File: config.mk
export PLATFORM = sky130hd
export DESIGN_NAME = cnt_sched
export DESIGN_NICKNAME = d
export VERILOG_FILES = /design/src/rtl/cnt_sched_pkg.sv /design/src/rtl/cnt_sched_cnt_core.sv /design/src/rtl/cnt_sched.sv
export SDC_FILE = /design/constraint.sdc
export NUM_CORES = 1
export LEC_CHECK = 0
export BUFFER_PORTS_ARGS = -buffer_cell sky130_fd_sc_hd__buf_2
export CORE_ASPECT_RATIO = 0.75
export CORE_UTILIZATION = 49
export DETAILED_ROUTE_END_ITERATION = 8
export PLACE_DENSITY = 0.79
export SETUP_SLACK_MARGIN = 0.15
export SYNTH_ARGS = -nofsm -noshare
export SYNTH_HDL_FRONTEND = slang
export SYNTH_SLANG_ARGS = --single-unit
File: constraint.sdc
create_clock -name clk -period 2.25 [get_ports clk]
set_input_delay 0.1125 -clock clk [delete_from_list [all_inputs] [get_ports clk]]
set_output_delay 0.1125 -clock clk [all_outputs]
set_load 0.03 [all_outputs]
File: src/rtl/cnt_sched_pkg.sv
// Shared types and default sizing for the counter scheduler.
// States, default counter width and default requester count.
package cnt_sched_pkg;

  typedef enum logic [1:0] {
    S_IDLE = 2'd0,
    S_LOAD = 2'd1,
    S_RUN  = 2'd2,
    S_DONE = 2'd3
  } state_t;

  localparam int DEF_WIDTH = 5;
  localparam int DEF_NREQ  = 4;

endpackage

File: src/rtl/cnt_sched_cnt_core.sv
// Shared up-counter: reset beats load, load beats enable, otherwise hold.
module cnt_core #(
  parameter int WIDTH = 5
) (
  input  logic             clk,
  input  logic             rst,
  input  logic             load,
  input  logic             enab,
  input  logic [WIDTH-1:0] cnt_in,
  output logic [WIDTH-1:0] cnt_out
);

  logic [WIDTH-1:0] cnt_reg;

  always_ff @(posedge clk) begin
    if (rst)
      cnt_reg <= '0;
    else if (load)
      cnt_reg <= cnt_in;
    else if (enab)
      cnt_reg <= cnt_reg + WIDTH'(1);
  end

  assign cnt_out = cnt_reg;

endmodule

File: src/rtl/cnt_sched.sv
// Arbitrates requesters onto one shared counter and runs each job to its length.
// Define CNT_SCHED_FIXED_PRIO_EN for fixed lowest-index priority instead of round-robin.
module cnt_sched
  import cnt_sched_pkg::*;
#(
  parameter int WIDTH = DEF_WIDTH,
  parameter int NREQ  = DEF_NREQ
) (
  input  logic                  clk,
  input  logic                  rst,
  input  logic [NREQ-1:0]       req,
  input  logic [NREQ*WIDTH-1:0] len,
  output logic [NREQ-1:0]       gnt,
  output logic [NREQ-1:0]       done,
  output logic                  busy,
  output logic [WIDTH-1:0]      cnt_out
);

  localparam int IW = (NREQ > 1) ? $clog2(NREQ) : 1;

  state_t           state_reg, state_next;
  logic [NREQ-1:0]  gnt_reg;
  logic [WIDTH-1:0] len_lat_reg;
  logic [IW-1:0]    win_idx;
  logic             win_found;
  logic             grant_now;
  logic             load, enab;
  logic [WIDTH-1:0] cnt_in;

`ifdef CNT_SCHED_FIXED_PRIO_EN
  // Descending scan so the lowest requesting index is the last assignment.
  always_comb begin
    win_idx   = '0;
    win_found = 1'b0;
    for (int i = NREQ - 1; i >= 0; i--) begin
      if (req[i]) begin
        win_idx   = IW'(i);
        win_found = 1'b1;
      end
    end
  end
`else
  logic [IW-1:0] rr_ptr_reg;

  // Scan offsets far-to-near so the index right after the last winner wins.
  always_comb begin
    win_idx   = '0;
    win_found = 1'b0;
    for (int k = NREQ; k >= 1; k--) begin
      if (req[(int'(rr_ptr_reg) + k) % NREQ]) begin
        win_idx   = IW'((int'(rr_ptr_reg) + k) % NREQ);
        win_found = 1'b1;
      end
    end
  end

  always_ff @(posedge clk) begin
    if (rst)
      rr_ptr_reg <= IW'(NREQ - 1);
    else if (grant_now)
      rr_ptr_reg <= win_idx;
  end
`endif

  always_ff @(posedge clk) begin
    if (rst)
      state_reg <= S_IDLE;
    else
      state_reg <= state_next;
  end

  always_comb begin
    state_next = state_reg;
    grant_now  = 1'b0;
    load       = 1'b0;
    enab       = 1'b0;
    cnt_in     = '0;
    case (state_reg)
      S_IDLE: begin
        if (win_found) begin
          grant_now  = 1'b1;
          state_next = S_LOAD;
        end
      end
      S_LOAD: begin
        load       = 1'b1;
        state_next = S_RUN;
      end
      S_RUN: begin
        // Stop exactly at the target so a full-scale length never wraps.
        if (cnt_out != len_lat_reg)
          enab = 1'b1;
        else
          state_next = S_DONE;
      end
      S_DONE: state_next = S_IDLE;
      default: state_next = S_IDLE;
    endcase
  end

  always_ff @(posedge clk) begin
    if (rst) begin
      gnt_reg     <= '0;
      len_lat_reg <= '0;
    end else if (grant_now) begin
      gnt_reg     <= NREQ'(1) << win_idx;
      len_lat_reg <= len[int'(win_idx)*WIDTH +: WIDTH];
    end else if (state_reg == S_DONE) begin
      gnt_reg <= '0;
    end
  end

  cnt_core #(.WIDTH(WIDTH)) u_cnt_core (
    .clk     (clk),
    .rst     (rst),
    .load    (load),
    .enab    (enab),
    .cnt_in  (cnt_in),
    .cnt_out (cnt_out)
  );

  assign gnt  = gnt_reg;
  assign done = (state_reg == S_DONE) ? gnt_reg : '0;
  assign busy = (state_reg != S_IDLE);

endmodule

# Word level (Yosys, flattened, before mapping)
# Index checks and enable logic that the tools add are counted.
[totals]
ff_bits = 18
input_bits = 26
[op_classes]
order_cmp = 4
eq_ne = 6
reduce_logical = 9
bitwise_logic = 4
multipliers = 1
muxes = 31
shift = 2
n_addsub = 5
[ops]
columns = ["op", "count"]
rows = [
  ["20-bit by 6-bit variable part select with 5-bit output", 1],
  ["1-bit 2-to-1 mux", 17],
  ["3-bit by 4-bit less-than comparator with 1-bit output, second input constant", 4],
  ["2-bit 2-to-1 mux", 6],
  ["4-bit 2-to-1 mux", 3],
  ["2-bit OR reduction", 5],
  ["1-bit binary-select mux with 2-bit select", 4],
  ["2-bit case mux with 4 select lines", 1],
  ["5-bit by 1-bit adder with 5-bit output, second input constant", 1],
  ["2-bit by 3-bit multiplier with 5-bit output, second input constant", 1],
  ["5-bit != test", 1],
  ["2-bit by 1-bit adder with 2-bit output, second input constant", 2],
  ["2-bit adder, second input constant", 2],
  ["1-bit AND, first input constant", 4],
  ["2-bit equality test, second input constant", 2],
  ["2-bit != test, second input constant", 2],
  ["2-bit nonzero test", 2],
  ["1-bit by 2-bit << shifter with 4-bit output, first input constant", 1],
  ["2-bit by 1-bit equality test with 1-bit output, second input constant", 1],
  ["2-bit logical NOT", 1],
  ["2-bit AND reduction", 1],
]

# Depth between registers and ports, before layout
# Gate-level depths: netlist (run 1).
[depth]
depth_word = 13
ltp_mapped = 7
mapped_depth_nobuf = 7

# Hierarchy
# Synthesis (run 1) repeated with hierarchy kept, for this count alone.
[unflattened]
cells_unflattened = 152
hier_area_um2 = 1207.4
[by_module_without_submodules]
columns = ["module", "cells_per_inst", "seq_area_each_um2", "area_per_inst_um2", "n_inst"]
rows = [
  ["cnt_sched", 124, 260.2, 950.9, 1],
  ["cnt_core", 28, 100.1, 256.5, 1],
]

# Worst setup path after synthesis (run 1)
# No wires, ideal clock.
[synth_timing]
path_kind = "register to register"
from = "register state_reg[0]"
to = "register gnt_reg[1] (netlist: gnt[1])"
setup_slack_ns = 0.621
n_path_buf = 1
required_ns = 2.180
setup_ns = 0.070
path_stages_with_launch = 8
t_arrival_ns = 1.558
period_less_slack_ns = 1.629
path_cell_list = "dfxtp_1 inv_1 ha_1 inv_1 a21o_1 clkbuf_1 nand3_1 a21oi_1"
[synth_via]
elab_chain_cells = 3
word_cells_on_any_way = 5
classes_between = "1 x eq/ne; 2 x mux; 2 x reduce/logical"
[synth_lines]
columns = ["item", "line_no", "rtl"]
rows = [
  ["start, declared", "cnt_sched.sv:21", "state_t state_reg, state_next;"],
  ["start signal, assigned", "cnt_sched.sv:69", "state_reg <= state_next;"],
  ["2-bit logical NOT", "cnt_sched.sv:78", "case (state_reg)"],
  ["1-bit 2-to-1 mux", "cnt_sched.sv:78", ""],
  ["4-bit 2-to-1 mux / 2-bit nonzero test (equally long branches)", "-", ""],
  ["end signal, assigned", "cnt_sched.sv:106", "gnt_reg <= NREQ'(1) << win_idx;"],
  ["end, declared", "cnt_sched.sv:22", "logic [NREQ-1:0] gnt_reg;"],
]
# Parallel ways exist; a longest one is shown, timed or not.
# A chain may end at the register's enable or synchronous reset.

# Final worst setup path (run 1)
[layout_timing]
from = "register state_reg[0]"
to = "register len_lat_reg[4]"
[layout_via]
elab_chain_cells = 2
[layout_lines]
columns = ["item", "line_no", "rtl"]
rows = [
  ["2-bit logical NOT", "cnt_sched.sv:78", ""],
  ["1-bit 2-to-1 mux", "cnt_sched.sv:78", ""],
  ["end signal, assigned", "cnt_sched.sv:107", "len_lat_reg <= len[int'(win_idx)*WIDTH +: WIDTH];"],
  ["end, declared", "cnt_sched.sv:23", "logic [WIDTH-1:0] len_lat_reg;"],
]
# Every way passes these cells.

==> summary.txt, run 1 <==
Setup path
  • Worst Path Required: 2.43 ns
  • Worst path most repeated cell: inv_1
  • CP delay by family, top: compound AO/OA/AOI/OAI gates
  • CP bufs+invs: 2
  • Critical Path End Type: flip-flop
  • R2r startpoint: state_reg[0]$_SDFFE_PP0P_
  • Crit path from: state_reg[0]$_SDFFE_PP0P_
  • Worst setup SP type: flip-flop
  • Crit Path Max Fanout: 15
  • Cells along the critical path: inv_1 -> ha_1 -> inv_1 -> a21o_1 -> nor2_1 -> a22o_1
  • Setup CP Type: reg -> reg
  • Crit path largest cell delay: 0.40 ns
  • Slowest cell on the critical path: dfxtp_1
  • Crit path DAT: 1.89 ns

Route
  • DRC: 2
  • First drt pass iteration count: 6
  • Final WL: 2360 um
  • Antenna Nets Post-Route: 0
  • Wire per inst: 12.7 um
  • Vias after detailed routing: 1030
  • Via/cell ratio: 5.54
  • Iteration-0 DRC Markers: 40

Layout
  • Finished Layout Cells: 186
  • Design area: 1360 um2
  • Commonest non-fill, non-tap cell in the layout: buf_2
  • Fraction of layout cells with a size suffix above 1: 30.9%
  • # nets final: 195
  • Layout area overhead: 21.1%
  • # diodes: 0
  • Commonest non-fill, non-tap cells in the layout: buf_2 (39), dfxtp_1 (18), mux2i_1 (16)

Synth
  • Synth Area in Compound Gates: 17.6%
  • Syn Std Cell Area: 1120 um2
  • Most used DFF post-synth: dfxtp_1
  • Area leader, netlist: dfxtp_1
  • Sequential share of the synthesized area: 32.2%
  • Mux cell area share after synthesis: 14.3%
  • Main combinational cell family by area after synthesis: simple AND/OR/NAND/NOR gates
  • Synth top area cells: dfxtp_1 (32%), mux2i_1 (14%), ha_1 (5.6%)
  • Yosys top cell area share: 32.2%
  • Net Count, Synth: 153
  • Adder-cell share of the synthesized area: 5.59%
  • EDFF count, synth: 0
  • XOR/XNOR share of the synthesized area: 5.48%
  • Ys Warns: 0
  • Average cell area after synthesis: 9.17 um2
  • #FFs+latches synth: 18
  • Cells after Synth: 122
  • Post-synthesis cell type count: 34
  • Simple-Gate Fraction of Synth Area: 21.5%
  • Ys async rst share: 0%

Power and ir drop
  • P_leak: 0.000648 uW
  • VDD IR-drop max: 0.475 mV
  • Pwr Density: 1060 nW/um2

Clock network
  • Post-CTS Setup Bufs: 0
  • Later-pin clock latency in the skew report: 0.29 ns
  • Post-CTS sizing: 0
  • Clock tree root driver cell: clkbuf_4
  • CTS Hold Buffers Added: 0
  • Num CTS Buffers: 3
  • Htree depth: 1
  • CTS tree: yes
  • Bufs on Longest Clock Path: 2
  • Clock Pin Slew Worst Setup and Hold Paths: 0.09 ns
  • Clock Sinks: 18

Floorplan
  • I/O pin total: 40
  • Die Wd: 57.2 um
  • CORE AREA: 2080 um2
  • Starting density of the core: 53.7%
  • # rows: 14
  • Die H: 43.4 um
  • Die footprint: 2480 um2

Timing
  • RSZ-0062 raised after global routing: no
  • Period utilization: 75.6%
  • TNS Setup: 0 ns
  • Endpoints failing setup: 0
  • Slew Limit Fails: 0
  • Actual slew at the worst max-slew pin: 0.561 ns
  • Slew HR: 62.5%
  • Fmax: 588 MHz
  • Final Skew: 0.000798 ns
  • Hold_ws: 0.177 ns
  • Final hold vios: 0
  • Final min period: 1.70 ns

Place
  • Cells after DPL: 183
  • GPL Wtd Cong: 0.811
  • IO Port Bufs: 39
  • Post-DP HPWL: 1890 um
  • Area after DPL: 1330 um2

Global routing
  • Number of global-route vias before repair: 974
  • First-pass GRT wire length: 4110 um
  • Gr ovfl total: 0
  • Tot GR Track Use: 21.5%
  • Largest net degree at the start of global routing: 18
  • Initial antenna violation count: 0

Outcome
  • Failing checks: DRC
  • Status: complete, but fails checks

Job
  • Number of max-cap violations: 0

Hold path
  • Worst Min Path Start: rst
  • Worst Hold Class: in -> reg
## report_power, final
| group | switching [uW] | internal [uW] |
|---|---|---|
| sequential | 82.2 | 416 |
| clock | 92.9 | 62.2 |
| combinational | 443 | 337 |
## synthesized netlist by cell type (2+ instances only)
cell type   n
a22o_1      5
nand3_1     6
nor2_1     11
nor3_1      2
dfxtp_1    18
and2_1      6
o21ai_2     2
mux2i_1    16
clkbuf_1    2
a21oi_1     5
a32oi_1     2
nand2_1     2
a211o_1     2
ha_1        5
inv_1       5
nand2b_1    4
o211ai_1    2
nor2b_1     6
xnor2_1     6
## path summary, 6_finish.rpt
check	to	slack [ns]	cells past startpoint
setup / recovery	len_lat_reg[4]$_SDFFE_PP0P_	0.55	6
hold / removal	gnt[0]$_SDFFE_PP0P_	0.18	2
setup reg to reg	len_lat_reg[4]$_SDFFE_PP0P_	0.55	6
hold reg to reg	gnt[3]$_SDFFE_PP0P_	0.49	2
## layout make-up
type | count | area (um2)
multi-input combinational | 96 | 721
tap | 24 | 30.0
sequential | 18 | 360
inverter | 5 | 18.8
clock buffer | 3 | 22.5
timing repair buffer | 40 | 203
fill | 169 | 729
## through the flow
step           utilization [%]  total power (uW)  worst slack, ns
3_3_place_gp              63.9              1250            0.632
4_1_cts                   65.0              1440            0.552
5_1_grt                   65.0              1550            0.390
3_5_place_dp              63.9              1290            0.566
6_report                  65.0              1430            0.550
2_1_floorplan                -              1120            0.621
## routing by layer
metal	routed length, um	global-route usage (%)	part of all wire (%)
met4	12	7.80	0.51
met3	121	7.16	5.1
met1	1100	27.2	47
met2	1120	34.8	48
met5	0	0	0
## kinds of logic (layout without fill, tap and decap cells)
| group | count (synthesis) | in the layout |
|---|---|---|
| AO/OA/AOI/OAI | 24 | 24 |
| buffers and inverters | 8 | 48 |
| adder cells (fa/ha/maj) | 5 | 5 |
| AND/OR/NAND/NOR | 44 | 44 |
| flip-flops | 18 | 18 |
| XOR/XNOR | 7 | 7 |
| multiplexers | 16 | 16 |
## worst reg2reg max path: cells and delay by family (launching register included)
kind | cells | cell delay, ns
AO/OA/AOI/OAI | 2 | 0.63
flip-flops | 1 | 0.40
adder cells (fa/ha/maj) | 1 | 0.23
AND/OR/NAND/NOR | 1 | 0.19
buffers and inverters | 2 | 0.16
Note: power is estimated with default switching activity, not from simulation.
==> run 2: changes to the inputs <==
clock period = 1.8 ns   (was 2.25 ns; I/O delays follow)
==> run 2 against run 1 <==
Effect of this change:
- non-clock buffer count is 4 higher
- highest routed layer unchanged
- the flow still finishes with violations (DRC)
- clock power increased by 68%
- critical path type unchanged
- register-to-register slack lost 0.42 ns
==> summary.txt, run 2 (synthesis results as in run 1) <==
Outcome
  • Status: complete, but fails checks
  • Failing checks: DRC

Setup path
  • Crit path DAT: 1.87 ns (-0.02 ns)
  • Worst Path Required: 2.00 ns (-0.43 ns)
  • Crit path largest cell delay: 0.38 ns (-0.02 ns)
  • Worst path most repeated cell: buf_4
  • CP delay by family, top: simple AND/OR/NAND/NOR gates
  • Setup CP Type: reg -> reg
  • Critical Path End Type: flip-flop
  • CP bufs+invs: 2 (unchanged)
  • Crit Path Max Fanout: 5 (-10)
  • Cells along the critical path: nor3b_1 -> a211oi_4 -> buf_4 -> buf_4 -> nor2b_2 -> a211o_1
  • Worst setup SP type: flip-flop
  • Slowest cell on the critical path: nor3b_1

Layout
  • Finished Layout Cells: 191 (+2.7%)
  • Commonest non-fill, non-tap cells in the layout: buf_2 (39), mux2i_1 (15), dfxtp_1 (15)
  • # diodes: 0 (unchanged)
  • Layout area overhead: 27.5%
  • Post-route core utilization: 68.4% (+3.4 points)
  • Fraction of layout cells with a size suffix above 1: 36.5% (+5.7 points)
  • # nets final: 199 (+2.1%)
  • Commonest non-fill, non-tap cell in the layout: buf_2

Route
  • Final WL: 2510 um (+6.6%)
  • Vias after detailed routing: 1025 (-0.49%)
  • DRC: 2 (unchanged)
  • First drt pass iteration count: 6 (unchanged)
  • Via/cell ratio: 5.37 (-3.1%)
  • Wire per inst: 13.2 um (+3.8%)
  • Iteration-0 DRC Markers: 20 (-50%)
  • Antenna Nets Post-Route: 0 (unchanged)

Power and ir drop
  • VDD IR-drop max: 0.984 mV (+110%)
  • Tot Pwr: 1970 uW (+37%)
  • Pwr Density: 1380 nW/um2 (+31%)
  • P_leak: 0.000683 uW (+5.5%)

Place
  • IO Port Bufs: 39 (unchanged)
  • GPL Wtd Cong: 0.744 (-8.3%)
  • Post-DP HPWL: 1890 um (+0.13%)
  • Cells after DPL: 185 (+1.1%)

Floorplan
  • CORE AREA: 2080 um2 (unchanged)
  • I/O pin total: 40 (unchanged)
  • Die H: 43.4 um (unchanged)
  • # rows: 14 (unchanged)
  • Die Wd: 57.2 um (unchanged)
  • Starting density of the core: 53.7% (unchanged)
  • Die footprint: 2480 um2 (unchanged)

Clock network
  • Later-pin clock latency in the skew report: 0.30 ns (about the same)
  • Clock tree root driver cell: clkbuf_4
  • Htree depth: 1 (unchanged)
  • Clock Sinks: 18 (unchanged)
  • Bufs on Longest Clock Path: 2 (unchanged)
  • Clock Pin Slew Worst Setup and Hold Paths: 0.11 ns (+0.02 ns)
  • CTS Hold Buffers Added: 0 (unchanged)
  • Num CTS Buffers: 3 (unchanged)
  • CTS tree: yes

Global routing
  • Initial antenna violation count: 0 (unchanged)
  • Number of global-route vias before repair: 897 (-7.9%)
  • Tot GR Track Use: 20.8% (-0.76 points)
  • Gr ovfl total: 0 (unchanged)
  • Largest net degree at the start of global routing: 18 (unchanged)
  • First-pass GRT wire length: 3930 um (-4.4%)

Timing
  • Final hold vios: 0 (unchanged)
  • Slew HR: 68.1% (+5.7 points)
  • Final Skew: 0.00794 ns (+0.00714 ns)
  • Hold_ws: 0.143 ns (-0.0344 ns)
  • Slew Limit Fails: 0 (unchanged)
  • Endpoints failing setup: 0 (unchanged)
  • RSZ-0062 raised after global routing: yes
  • TNS Setup: 0 ns (unchanged)
  • Period utilization: 92.7% (+17 points)
  • Actual slew at the worst max-slew pin: 0.476 ns (-0.0850 ns)
  • Fmax: 600 MHz (+2.0%)
  • Final min period: 1.67 ns (-0.0326 ns)

Job
  • Number of max-cap violations: 0 (unchanged)

Hold path
  • Worst Hold Class: in -> reg
## run 2: worst paths after layout
check | startpoint | slack, ns | depth (start not counted) | endpoint
max reg2reg | rr_ptr_reg[1]$_SDFFE_PP1P_ | 0.13 | 6 | rr_ptr_reg[1]$_SDFFE_PP1P_
max | rr_ptr_reg[1]$_SDFFE_PP1P_ | 0.13 | 6 | rr_ptr_reg[1]$_SDFFE_PP1P_
min reg2reg | gnt[3]$_SDFFE_PP0P_ | 0.48 | 2 | gnt[3]$_SDFFE_PP0P_
min | rst | 0.14 | 2 | gnt[2]$_SDFFE_PP0P_
## run 2: layout make-up
class                      count  area (um2)
inverter                       5        18.8
tap                           24        30.0
clock buffer                   4        36.3
timing repair buffer          44         236
sequential                    18         364
multi-input combinational     96         741
fill                         180         658
## run 2: per-layer routing
metal / routed length [um] / global-route usage (%)
met5: 0 / 0
met4: 31 / 3.41
met3: 132 / 6.57
met2: 1200 / 34.6
met1: 1150 / 27.2
## run 2: metrics by stage
| step | worst slack, ns | area (um2) |
|---|---|---|
| 4_1_cts | 0.158 | 1400 |
| 2_1_floorplan | 0.171 | 1120 |
| 5_1_grt | 0.0686 | 1430 |
| 3_5_place_dp | 0.145 | 1350 |
| 6_report | 0.132 | 1430 |
| 3_3_place_gp | 0.232 | 1350 |
## run 2: power by group
group / leakage (uW) / switching [uW] / internal (uW)
sequential: 0.000148 / 102 / 526
combinational: 0.000514 / 584 / 496
clock: 0.0000210 / 137 / 123
## run 2: what timing repair did
item | CTS | global route
cloned | 0 | 1
setup endpoints to repair | 4 | 12
pin swaps | 0 | 5
setup buffers | 1 | 0
resized for setup | 1 | 9
